### src/rtl/shift_sequencer_pkg.sv
// Shared encodings for the shift unit sequencer: op codes, mux selects, shift commands
// and the per-op decode lookup.
package shift_sequencer_pkg;

   localparam logic [2:0] OP_SLL  = 3'b000;
   localparam logic [2:0] OP_SRL  = 3'b001;
   localparam logic [2:0] OP_SRA  = 3'b010;
   localparam logic [2:0] OP_SLLV = 3'b011;
   localparam logic [2:0] OP_SRAV = 3'b100;
   localparam logic [2:0] OP_LUI  = 3'b101;

   localparam logic [1:0] ENTRY_IMM = 2'b00;
   localparam logic [1:0] ENTRY_B   = 2'b01;
   localparam logic [1:0] ENTRY_A   = 2'b10;

   localparam logic [1:0] AMT_SHAMT = 2'b00;
   localparam logic [1:0] AMT_A     = 2'b01;
   localparam logic [1:0] AMT_16    = 2'b10;

   localparam logic [2:0] SH_NOP    = 3'b000;
   localparam logic [2:0] SH_LOAD   = 3'b001;
   localparam logic [2:0] SH_LEFT   = 3'b010;
   localparam logic [2:0] SH_RLOG   = 3'b011;
   localparam logic [2:0] SH_RARITH = 3'b100;

   typedef enum logic [2:0] {
      StIdle,
      StLoad,
      StShift,
      StWait,
      StDone
   } state_e;

   typedef struct packed {
      logic       legal;
      logic [1:0] entry;
      logic [1:0] amt;
      logic [2:0] sh;
   } shift_dec_t;

   function automatic shift_dec_t shift_decode(input logic [2:0] op);
      shift_dec_t d;
      d = '{legal: 1'b0, entry: ENTRY_IMM, amt: AMT_SHAMT, sh: SH_NOP};
      unique case (op)
         OP_SLL:  d = '{legal: 1'b1, entry: ENTRY_B,   amt: AMT_SHAMT, sh: SH_LEFT};
         OP_SRL:  d = '{legal: 1'b1, entry: ENTRY_B,   amt: AMT_SHAMT, sh: SH_RLOG};
         OP_SRA:  d = '{legal: 1'b1, entry: ENTRY_B,   amt: AMT_SHAMT, sh: SH_RARITH};
         OP_SLLV: d = '{legal: 1'b1, entry: ENTRY_B,   amt: AMT_A,     sh: SH_LEFT};
         OP_SRAV: d = '{legal: 1'b1, entry: ENTRY_B,   amt: AMT_A,     sh: SH_RARITH};
         OP_LUI:  d = '{legal: 1'b1, entry: ENTRY_IMM, amt: AMT_16,    sh: SH_LEFT};
         default: d = '{legal: 1'b0, entry: ENTRY_IMM, amt: AMT_SHAMT, sh: SH_NOP};
      endcase
      return d;
   endfunction

endpackage

### src/rtl/shift_sequencer.sv
// Multi-cycle shift unit controller: LOAD, SHIFT, optional settle wait, then a done pulse.
// Outputs are Moore, decoded from the registered state and latched op.
module shift_sequencer
   import shift_sequencer_pkg::*;
#(
   parameter int unsigned SETTLE_CYCLES = 0,
   parameter int unsigned CNT_W         = 4
) (
   input  logic       clk,
   input  logic       reset,
   input  logic       start,
   input  logic [2:0] op,
   output logic [1:0] EntryCtrl,
   output logic [1:0] ShiftAmtCtrl,
   output logic [2:0] ShiftCtrl,
   output logic       busy,
   output logic       done,
   output logic       err
);

   // Guarded so SETTLE_CYCLES=0 does not wrap; WAIT is unreachable in that case.
   localparam int unsigned     LastInt = (SETTLE_CYCLES > 0) ? SETTLE_CYCLES - 1 : 0;
   localparam logic [CNT_W-1:0] CntLast = CNT_W'(LastInt);

   state_e           state_q, state_d;
   logic [2:0]       op_q, op_d;
   logic [CNT_W-1:0] cnt_q, cnt_d;
   logic             err_q, err_d;
   shift_dec_t       dec_cur, dec_in;

   always_ff @(posedge clk or posedge reset) begin
      if (reset) begin
         state_q <= StIdle;
         op_q    <= OP_SLL;
         cnt_q   <= '0;
         err_q   <= 1'b0;
      end else begin
         state_q <= state_d;
         op_q    <= op_d;
         cnt_q   <= cnt_d;
         err_q   <= err_d;
      end
   end

   always_comb begin
      state_d      = state_q;
      op_d         = op_q;
      cnt_d        = cnt_q;
      err_d        = err_q;
      EntryCtrl    = ENTRY_IMM;
      ShiftAmtCtrl = AMT_SHAMT;
      ShiftCtrl    = SH_NOP;
      busy         = 1'b1;
      done         = 1'b0;
      err          = 1'b0;
      dec_cur      = shift_decode(op_q);
      dec_in       = shift_decode(op);

      unique case (state_q)
         StIdle: begin
            busy = 1'b0;
            if (start) begin
               op_d = op;
               if (dec_in.legal) begin
                  state_d = StLoad;
               end else begin
                  err_d   = 1'b1;
                  state_d = StDone;
               end
            end
         end
         StLoad: begin
            ShiftCtrl = SH_LOAD;
            EntryCtrl = dec_cur.entry;
            state_d   = StShift;
         end
         StShift: begin
            ShiftCtrl    = dec_cur.sh;
            ShiftAmtCtrl = dec_cur.amt;
            state_d      = (SETTLE_CYCLES > 0) ? StWait : StDone;
         end
         StWait: begin
            if (cnt_q == CntLast) begin
               cnt_d   = '0;
               state_d = StDone;
            end else begin
               cnt_d = cnt_q + 1'b1;
            end
         end
         StDone: begin
            done    = 1'b1;
            err     = err_q;
            err_d   = 1'b0;
            state_d = StIdle;
         end
         default: state_d = StIdle;
      endcase
   end

endmodule

### config.mk
export PLATFORM = sky130hd
export DESIGN_NAME = shift_sequencer
export DESIGN_NICKNAME = d
export VERILOG_FILES = /design/src/rtl/shift_sequencer_pkg.sv /design/src/rtl/shift_sequencer.sv
export SDC_FILE = /design/constraint.sdc
export NUM_CORES = 1
export LEC_CHECK = 0
export CORE_MARGIN = 3
export CORE_UTILIZATION = 46
export CTS_BUF_LIST = sky130_fd_sc_hd__clkbuf_8 sky130_fd_sc_hd__clkbuf_16
export DETAILED_ROUTE_END_ITERATION = 16
export PLACE_DENSITY = 0.8
export SYNTH_ARGS = -nofsm -noshare
export SYNTH_HDL_FRONTEND = slang
export SYNTH_SLANG_ARGS = --single-unit
export TNS_END_PERCENT = 5
### constraint.sdc
create_clock -name clk -period 1.8 [get_ports clk]
set_input_delay 0.27 -clock clk [delete_from_list [all_inputs] [get_ports clk]]
set_output_delay 0.27 -clock clk [all_outputs]
set_load 0.05 [all_outputs]
# [Word level (Yosys, flattened, before mapping)]
# Index checks and enable logic that the tools add are counted.
[word_totals] out_inout_bits=10 wordCells=46 inputBits=6 ff_bits=11
[op_classes] n_eq_ne=17 add_sub_neg=1 muxes=16 n_reduce_logical=8
[ops] operator="8-bit one-hot mux with 6 select lines" count=1
[ops] operator="6-bit one-hot mux with 6 select lines" count=1
[ops] operator="3-bit by 2-bit equality test with 1-bit output, second input constant" count=6
[ops] operator="3-bit equality test, second input constant" count=5
[ops] operator="3-bit one-hot mux with 4 select lines" count=1
[ops] operator="3-bit by 1-bit equality test with 1-bit output, second input constant" count=3
[ops] operator="3-bit zero test" count=3
[ops] operator="3-bit two-way mux" count=3
[ops] operator="2-bit inequality test, second input constant" count=3
[ops] operator="3-bit one-hot mux with 2 select lines" count=1
[ops] operator="1-bit two-way mux" count=5
[ops] operator="4-bit by 1-bit adder with 4-bit output, second input constant" count=1
[ops] operator="4-bit zero test" count=1
[ops] operator="2-bit two-way mux" count=2
[ops] operator="4-bit two-way mux" count=1
[ops] operator="2-bit AND reduction" count=2
[ops] operator="3-bit AND reduction" count=1
[ops] operator="1-bit one-hot mux with 2 select lines" count=1
[ops] operator="2-bit nonzero test" count=1

# [Logic depth before layout (Yosys ltp)]
[logic_depth] word_depth=5 depth_mapped=4 mapped_depth_nobuf=4

# [Worst setup path after synthesis]
# OpenSTA, ideal clock, no wires.
[synth_path] path_type="reg2out" start="register state_q[0]" end="output err" required_time_ps=1530 path_buffers=1 slack_ps=-782 t_arrival_ps=2312 stages_incl_launch_ff=4 path_cell_list="dfrtp_1 > buf_2 > nor3b_1 > and2_1"
[synth_via] elab_chain_cells=2
[synth_rtl] item="from (decl)" line="shift_sequencer.sv:25" text="state_e state_q, state_d;"
[synth_rtl] item="from (signal assigned)" line="shift_sequencer.sv:33" text="state_q <= StIdle;"
[synth_rtl] item="from (signal assigned)" line="shift_sequencer.sv:38" text="state_q <= state_d;"
[synth_rtl] item="3-bit equality test" line="shift_sequencer.sv:59" text="unique case (state_q)"
[synth_rtl] item="1-bit two-way mux" line="shift_sequencer.sv:59"
[synth_rtl] item="to (decl)" line="shift_sequencer.sv:18" text="output logic err"
# No other way between the ends.

# [Worst setup path in the final report]
[layout_path] start="register op_q[2]" end="output ShiftAmtCtrl[0]"
[layout_via] elab_chain_cells=3 elab_cells_between_ends=8
[layout_rtl] item="from (decl)" line="shift_sequencer.sv:26" text="logic [2:0] op_q, op_d;"
[layout_rtl] item="from (signal assigned)" line="shift_sequencer.sv:39" text="op_q <= op_d;"
[layout_rtl] item="3-bit equality test, or another cell as far along" line="shift_sequencer_pkg.sv:44" text="unique case (op)"
[layout_rtl] item="6-bit one-hot mux with 6 select lines (*)" line="shift_sequencer_pkg.sv:44"
[layout_rtl] item="2-bit two-way mux (*)" line="shift_sequencer.sv:59"
[layout_rtl] item="to (decl)" line="shift_sequencer.sv:14" text="output logic [1:0] ShiftAmtCtrl,"
# Mark *: on every way between the ends. The rest lies on a longest branch, timed or not.

==> out/results.txt <==
status -> finished, violations left
failing checks -> setup timing
R2R Setup Slk -> 0.36 ns
vias in the first global route -> 596
origin of the worst setup path -> op_q[2]$_DFFE_PP0P_
post-synthesis cell count -> 69
Clock Path Buffers -> 2
Starting Density -> 0.525
Leak -> 0.447 nW
Reg2Reg Depth -> 3
gr ovfl total -> 0
FF/Latch Area -> 277 µm²
top cell type's share of synthesized area -> 0.442
final hold vios -> 0
DIE AREA -> 1830 µm²
Hold Crit Class -> in2async
Tot Pwr -> 0.00182 W
clock net sink count -> 11
Yosys warning count -> 0
Pins Over Slew Limit -> 0
setup ws final -> -0.0760 ns
synthesized area -> 623 µm²
critical path arrival -> 1.61 ns
iteration-0 DRC count of the detailed router -> 13
hpwl dp -> 1170 µm
io pins -> 16
final clock skew -> 0.00199 ns
nature of the critical path endpoint -> output port
Multi-input gate area -> 365 µm²
first-pass GRT wire length -> 2860 µm
Filler cells -> 70
final setup fails -> 2
number of synthesized flops with an enable pin -> 0
r2r startpoint -> state_q[2]$_DFFE_PP0P_
Placed Instances -> 101
number of vias per cell -> 5.92
area grow syn2layout -> 60.6%
site row count -> 12
syn_area_per_cell -> 9.03 µm²
count leader, synth -> dfrtp_1
pin count of the biggest net entering global routing -> 12
n_diodes -> 0
Netlist cell types -> 30
ys async rst share -> 1.00
final RePlAce weighted congestion -> 0.741
average wire per cell in the routed design -> 17.3 µm
Fin Setup TNS -> -0.0931 ns
share of cells above drive strength 1 -> 0.359
CP Class -> reg2out
Switching Fraction -> 0.459
Main synth FF type -> dfrtp_1
Post-synth top cells -> dfrtp_1 (11), inv_1 (6), nand2_1 (6)
first-pass iteration count of the detailed router -> 4
clock share of power -> 0.130
synth top area cells -> dfrtp_1 (44%), a21oi_1 (4.0%), ha_1 (4.0%), o21ai_0 (4.0%), inv_1 (3.6%)
initial antenna violation count -> 0
Sw Pwr -> 0.000835 W
port bufs -> 14
# DRC -> 0
Cell Pwr Density -> 1820 nW/µm²
height of the die -> 42.8 µm
Die Span X -> 42.8 µm
routed vias -> 627
f_max -> 0.533 GHz
crit-path max FO -> 4
share of total power in combinational logic -> 0.644
sequential cell area fraction in the yosys report -> 0.442
crit path launch type -> flop
Core Box Area -> 1190 µm²
Peak VDD IR -> 1000 µV
minimum clock period after layout -> 1.88 ns
CTS tree -> built
Reg power frac -> 0.226
Synth area leader -> dfrtp_1
DRT antenna net count -> 0
RSZ-0062 raised after global routing -> yes
Seq cells post-synth -> 11
root buf cell -> clkbuf_8
max_cap viols -> 0
Syn Nets -> 77
register clock-pin slew on the reported worst setup and hold paths -> 0.05 ns
FF-to-FF End -> op_q[1]$_DFFE_PP0P_
clock latency at the later pin of the worst-skew pair -> 0.23 ns
internal power -> 0.000984 W
Final Non-Filler Cells -> 106
crit share post-route -> 1.04
htree depth -> 1
Req. time, crit path -> 1.53 ns
Total GRT Usage -> 0.212
total wire length -> 1830 µm
CTS Buf Count -> 3
Net count, final -> 101
-- repair_timing --
item,4_1_cts,5_1_grt
hold buffers,0,0
endpoints found under the setup margin,2,5
buffers inserted,1,0
pin swaps,1,1
resized for setup,4,4
-- worst max-delay path, stage by stage (launching register included) --
cell	delay (ns)
dfrtp_1	0.43
inv_1	0.13
or3_1	0.43
a21oi_2	0.22
buf_12	0.16
-- how the worst max path moves through the flow --
stage / end / cells past startpoint
global placement: ShiftCtrl[0] / 4
global route: ShiftAmtCtrl[0] / 4
detailed placement: ShiftCtrl[0] / 4
CTS: ShiftAmtCtrl[0] / 4
floorplan: err / 3
finish: ShiftAmtCtrl[0] / 4
-- cells by family after synthesis --
family | Yosys count | synth area share
mux | 2 | 0.0361
compound gates | 16 | 0.155
xor+xnor | 2 | 0.0281
fa+ha+maj | 2 | 0.0402
other cells | 1 | 0.00602
buf+inv | 9 | 0.0622
flops | 11 | 0.442
simple gates | 26 | 0.231
-- power groups by stage --
stage / Sequential (W) / Clock, W / Combinational (W)
2_1_floorplan: 0.000405 / 0 / 0.000577
3_3_place_gp: 0.000383 / 0 / 0.00103
3_5_place_dp: 0.000390 / 0 / 0.00105
4_1_cts: 0.000393 / 0.000240 / 0.00112
5_1_grt: 0.000417 / 0.000256 / 0.00123
6_report: 0.000411 / 0.000237 / 0.00117
-- layout by cell type, fill, tap and decap left out, drive strengths merged, types with 2 or more instances in the layout --
| master | instances |
|---|---|
| o21ai | 5 |
| mux2 | 2 |
| clkbuf | 3 |
| nor3 | 3 |
| or3 | 3 |
| a21o | 2 |
| buf | 16 |
| dfrtp | 11 |
| nand3 | 2 |
| clkdlybuf4s50 | 5 |
| nand2 | 6 |
| a21oi | 5 |
| inv | 8 |
| nor2 | 4 |
| ha | 2 |
-- final cells by class --
class	instances	share of cell area
Clock buffer	3	0.0413
Multi-Input combinational cell	49	0.365
Timing Repair Buffer	21	0.270
Tap cell	14	0.0175
Inverter	7	0.0263
Sequential cell	11	0.276
Clock inverter	1	0.00375
-- state kept, by name, indices dropped and copies added, names as in the netlist --
register  flops
err_q         1
op_q          3
state_q       3
cnt_q         4
-- per-layer routing --
| layer | up-vias | global-route usage | wire (µm) |
|---|---|---|---|
| met5 | - | 0 | 0 |
| met4 | 0 | 0.106 | 51 |
| met2 | 26 | 0.368 | 939 |
| li1 | 285 | - | - |
| met3 | 9 | 0.0297 | 72 |
| met1 | 307 | 0.249 | 770 |
-- stage by stage --
step / utilization / instance area, µm² / hold slack [ns] / setup WS, ns
after global placement: 0.767 / 910 / 0.460 / 0.234
after detailed placement: 0.767 / 910 / 0.469 / 0.168
final: 0.844 / 1000 / 0.330 / -0.0760
after CTS: 0.828 / 982 / 0.335 / 0.00119
after global routing: 0.844 / 1000 / 0.362 / -0.132
after floorplan: - / 642 / 0.122 / -0.212
(Power assumes the default switching activity.)
==> patch, RTL diff (config.mk and constraints unchanged) <==
Make the reset (`reset`) synchronous in one clocked block.
--- a/src/rtl/shift_sequencer.sv
+++ b/src/rtl/shift_sequencer.sv
@@ -29,5 +29,5 @@
    shift_dec_t       dec_cur, dec_in;
 
-   always_ff @(posedge clk or posedge reset) begin
+   always_ff @(posedge clk) begin
       if (reset) begin
          state_q <= StIdle;
Check against the original RTL: differs if reset is asserted again (counterexample within 4 cycles, from zero or initial values and one cycle with reset high); with reset held inactive, the same outputs for 10 cycles.
==> patch against the original RTL <==
  * Fmax is 6.1% higher
  * Non-clock buffer count fell by 5
  * Cell area is 7.6% lower
  * Sequential cell count is the same
  * Register-to-register slack gained 0.18 ns
  * Wire length is 14% lower
  * Area after synthesis increased by 3.0%
  * Core utilization fell by 7.4 points
  * Die area rose by 2.6%
  * Worst setup slack gained 0.11 ns
  * Critical path type unchanged
Power is not compared: it rests on default switching activity, and its combinational part moved more than twofold at a synthesized area within 25%.
==> patch: results (changes against the original RTL) <==
* Status: complete, no violations
* Number of nets in the synthesized netlist at 85 (+10%)
* Standard cell with the maximum stage delay on the critical path: sky130_fd_sc_hd__dfxtp_2
* Cell types with the largest area share after synthesis: sky130_fd_sc_hd__dfxtp_1 (34%), sky130_fd_sc_hd__a21oi_1 (5.5%), sky130_fd_sc_hd__mux2i_1 (4.7%)
* Pre-CTS WS at 0.221 ns (+0.0532 ns)
* Largest registers: cnt_q: 4 flops, op_q: 3 flops, state_q: 3 flops
* Family with the most delay on the worst path: flip-flops
* Sequential share of the synthesized area at 0.343 (-0.0987)
* Gate Count Post-Synth at 77 (+12%)
* Via Count at 626 (-0.16%)
* Relative slew margins at 0.667
* Clock root buffer: sky130_fd_sc_hd__clkbuf_8
* Detail-routed net length per standard cell at 14.7 um (-15%)
* Critical path's largest stage delay at 0.38 ns (-0.05 ns)
* Area post-placement at 876 um^2 (-3.7%)
* Number of global-route vias before repair at 556 (-6.7%)
* Proportion of total power due to net switching at 0.319
* TritonCTS Buffers at 3 (unchanged)
* Final weighted congestion in routability-driven placement at 0.837 (+13%)
* Clock Skews at 0.00272 ns (+0.000733 ns)
* Async S/R FF share, synth at 0 (-1.00)
* Synth warn at 0 (unchanged)
* Pin count of the biggest net entering global routing at 11 (-1)
* Total Routing Usage GR at 0.180 (-0.0321)
* Worst min path class: reg2reg
* Detailed-routing iteration count for the pre-antenna-repair pass at 4 (unchanged)
* Arrival time worst endpoint at 1.50 ns (-0.11 ns)
* Number of distinct library cells after synthesis at 32 (+6.7%)
* Buffers from clock root to sink, at most at 2 (unchanged)
* Drt initial violations at 20 (+7)
* Leakage dissipation at 0.354 nW
* Largest fanout on the critical path at 5 (+1)
* Antenna violations before repair at 0 (unchanged)
* Post-detail-place hpwl at 1130 um (-3.2%)
* Clk pin slew, worst setup/hold paths at 0.05 ns (about the same)
* First-pass GRT wire length at 2590 um (-9.2%)
* H-tree lvl count at 1 (unchanged)
* Max VDD drop at 0.000930 V
* Antenna diodes at 0 (unchanged)
* Layout cells sized above 1 at 0.247 (-0.111)
* Insertion delay to the later sink of the worst-skew pair at 0.24 ns
* Total instance count after detailed placement at 103 (+2.0%)
* Ranking of synthesized cells by instance count: sky130_fd_sc_hd__dfxtp_1 (11), sky130_fd_sc_hd__nor2_1 (8), sky130_fd_sc_hd__a21oi_1 (7), sky130_fd_sc_hd__inv_1 (7), sky130_fd_sc_hd__nand3_1 (4)
* I/O Buffers at 14 (unchanged)
* Aggregate routed wire length at 1570 um (-14%)
-- patch: power groups by stage --
stage | Sequential [mW] | Combinational (mW) | Clock (mW)
finish | 0.281 | 0.207 | 0.246
global route | 0.284 | 0.218 | 0.254
CTS | 0.280 | 0.207 | 0.245
detailed placement | 0.284 | 0.204 | 0
global placement | 0.282 | 0.200 | 0
floorplan | 0.275 | 0.136 | 0
-- patch: cell families after synthesis --
kind of cell / Yosys count / synth area share
xor+xnor: 1 / 0.0136
other cells: 1 / 0.00584
compound gates: 15 / 0.142
simple gates: 32 / 0.318
flops: 11 / 0.343
buf+inv: 11 / 0.0760
mux: 3 / 0.0468
fa+ha+maj: 3 / 0.0546
-- patch: routing by layer --
metal | up-vias | part of all wire | global-route usage
li1 | 301 | - | -
met1 | 301 | 0.44 | 0.226
met2 | 20 | 0.47 | 0.286
met3 | 4 | 0.059 | 0.0622
met4 | 0 | 0.023 | 0.0602
met5 | - | 0 | 0
-- patch: layout make-up --
cell class | instances | area (um^2)
inverters | 7 | 26.3
clock inverters | 1 | 3.75
well taps | 14 | 17.5
flip-flops and latches | 11 | 224
repair buffers | 16 | 233
multi-input cells | 55 | 379
clock buffers | 3 | 41.3
fillers | 77 | 277
-- patch: final timing paths --
check                                start               to  slack [ns]  cells past startpoint
worst min register to register    cnt_q[3]         cnt_q[3]        0.48                      2
worst max-delay path               op_q[2]  ShiftAmtCtrl[0]        0.03                      4
worst min-delay path              cnt_q[3]         cnt_q[3]        0.48                      2
worst max register to register  state_q[2]         cnt_q[3]        0.54                      4
-- patch: timing repair --
action	in CTS	in global routing
endpoints found under the setup margin	2	3
buffers inserted	0	0
pin swaps	0	0
resized for setup	1	2
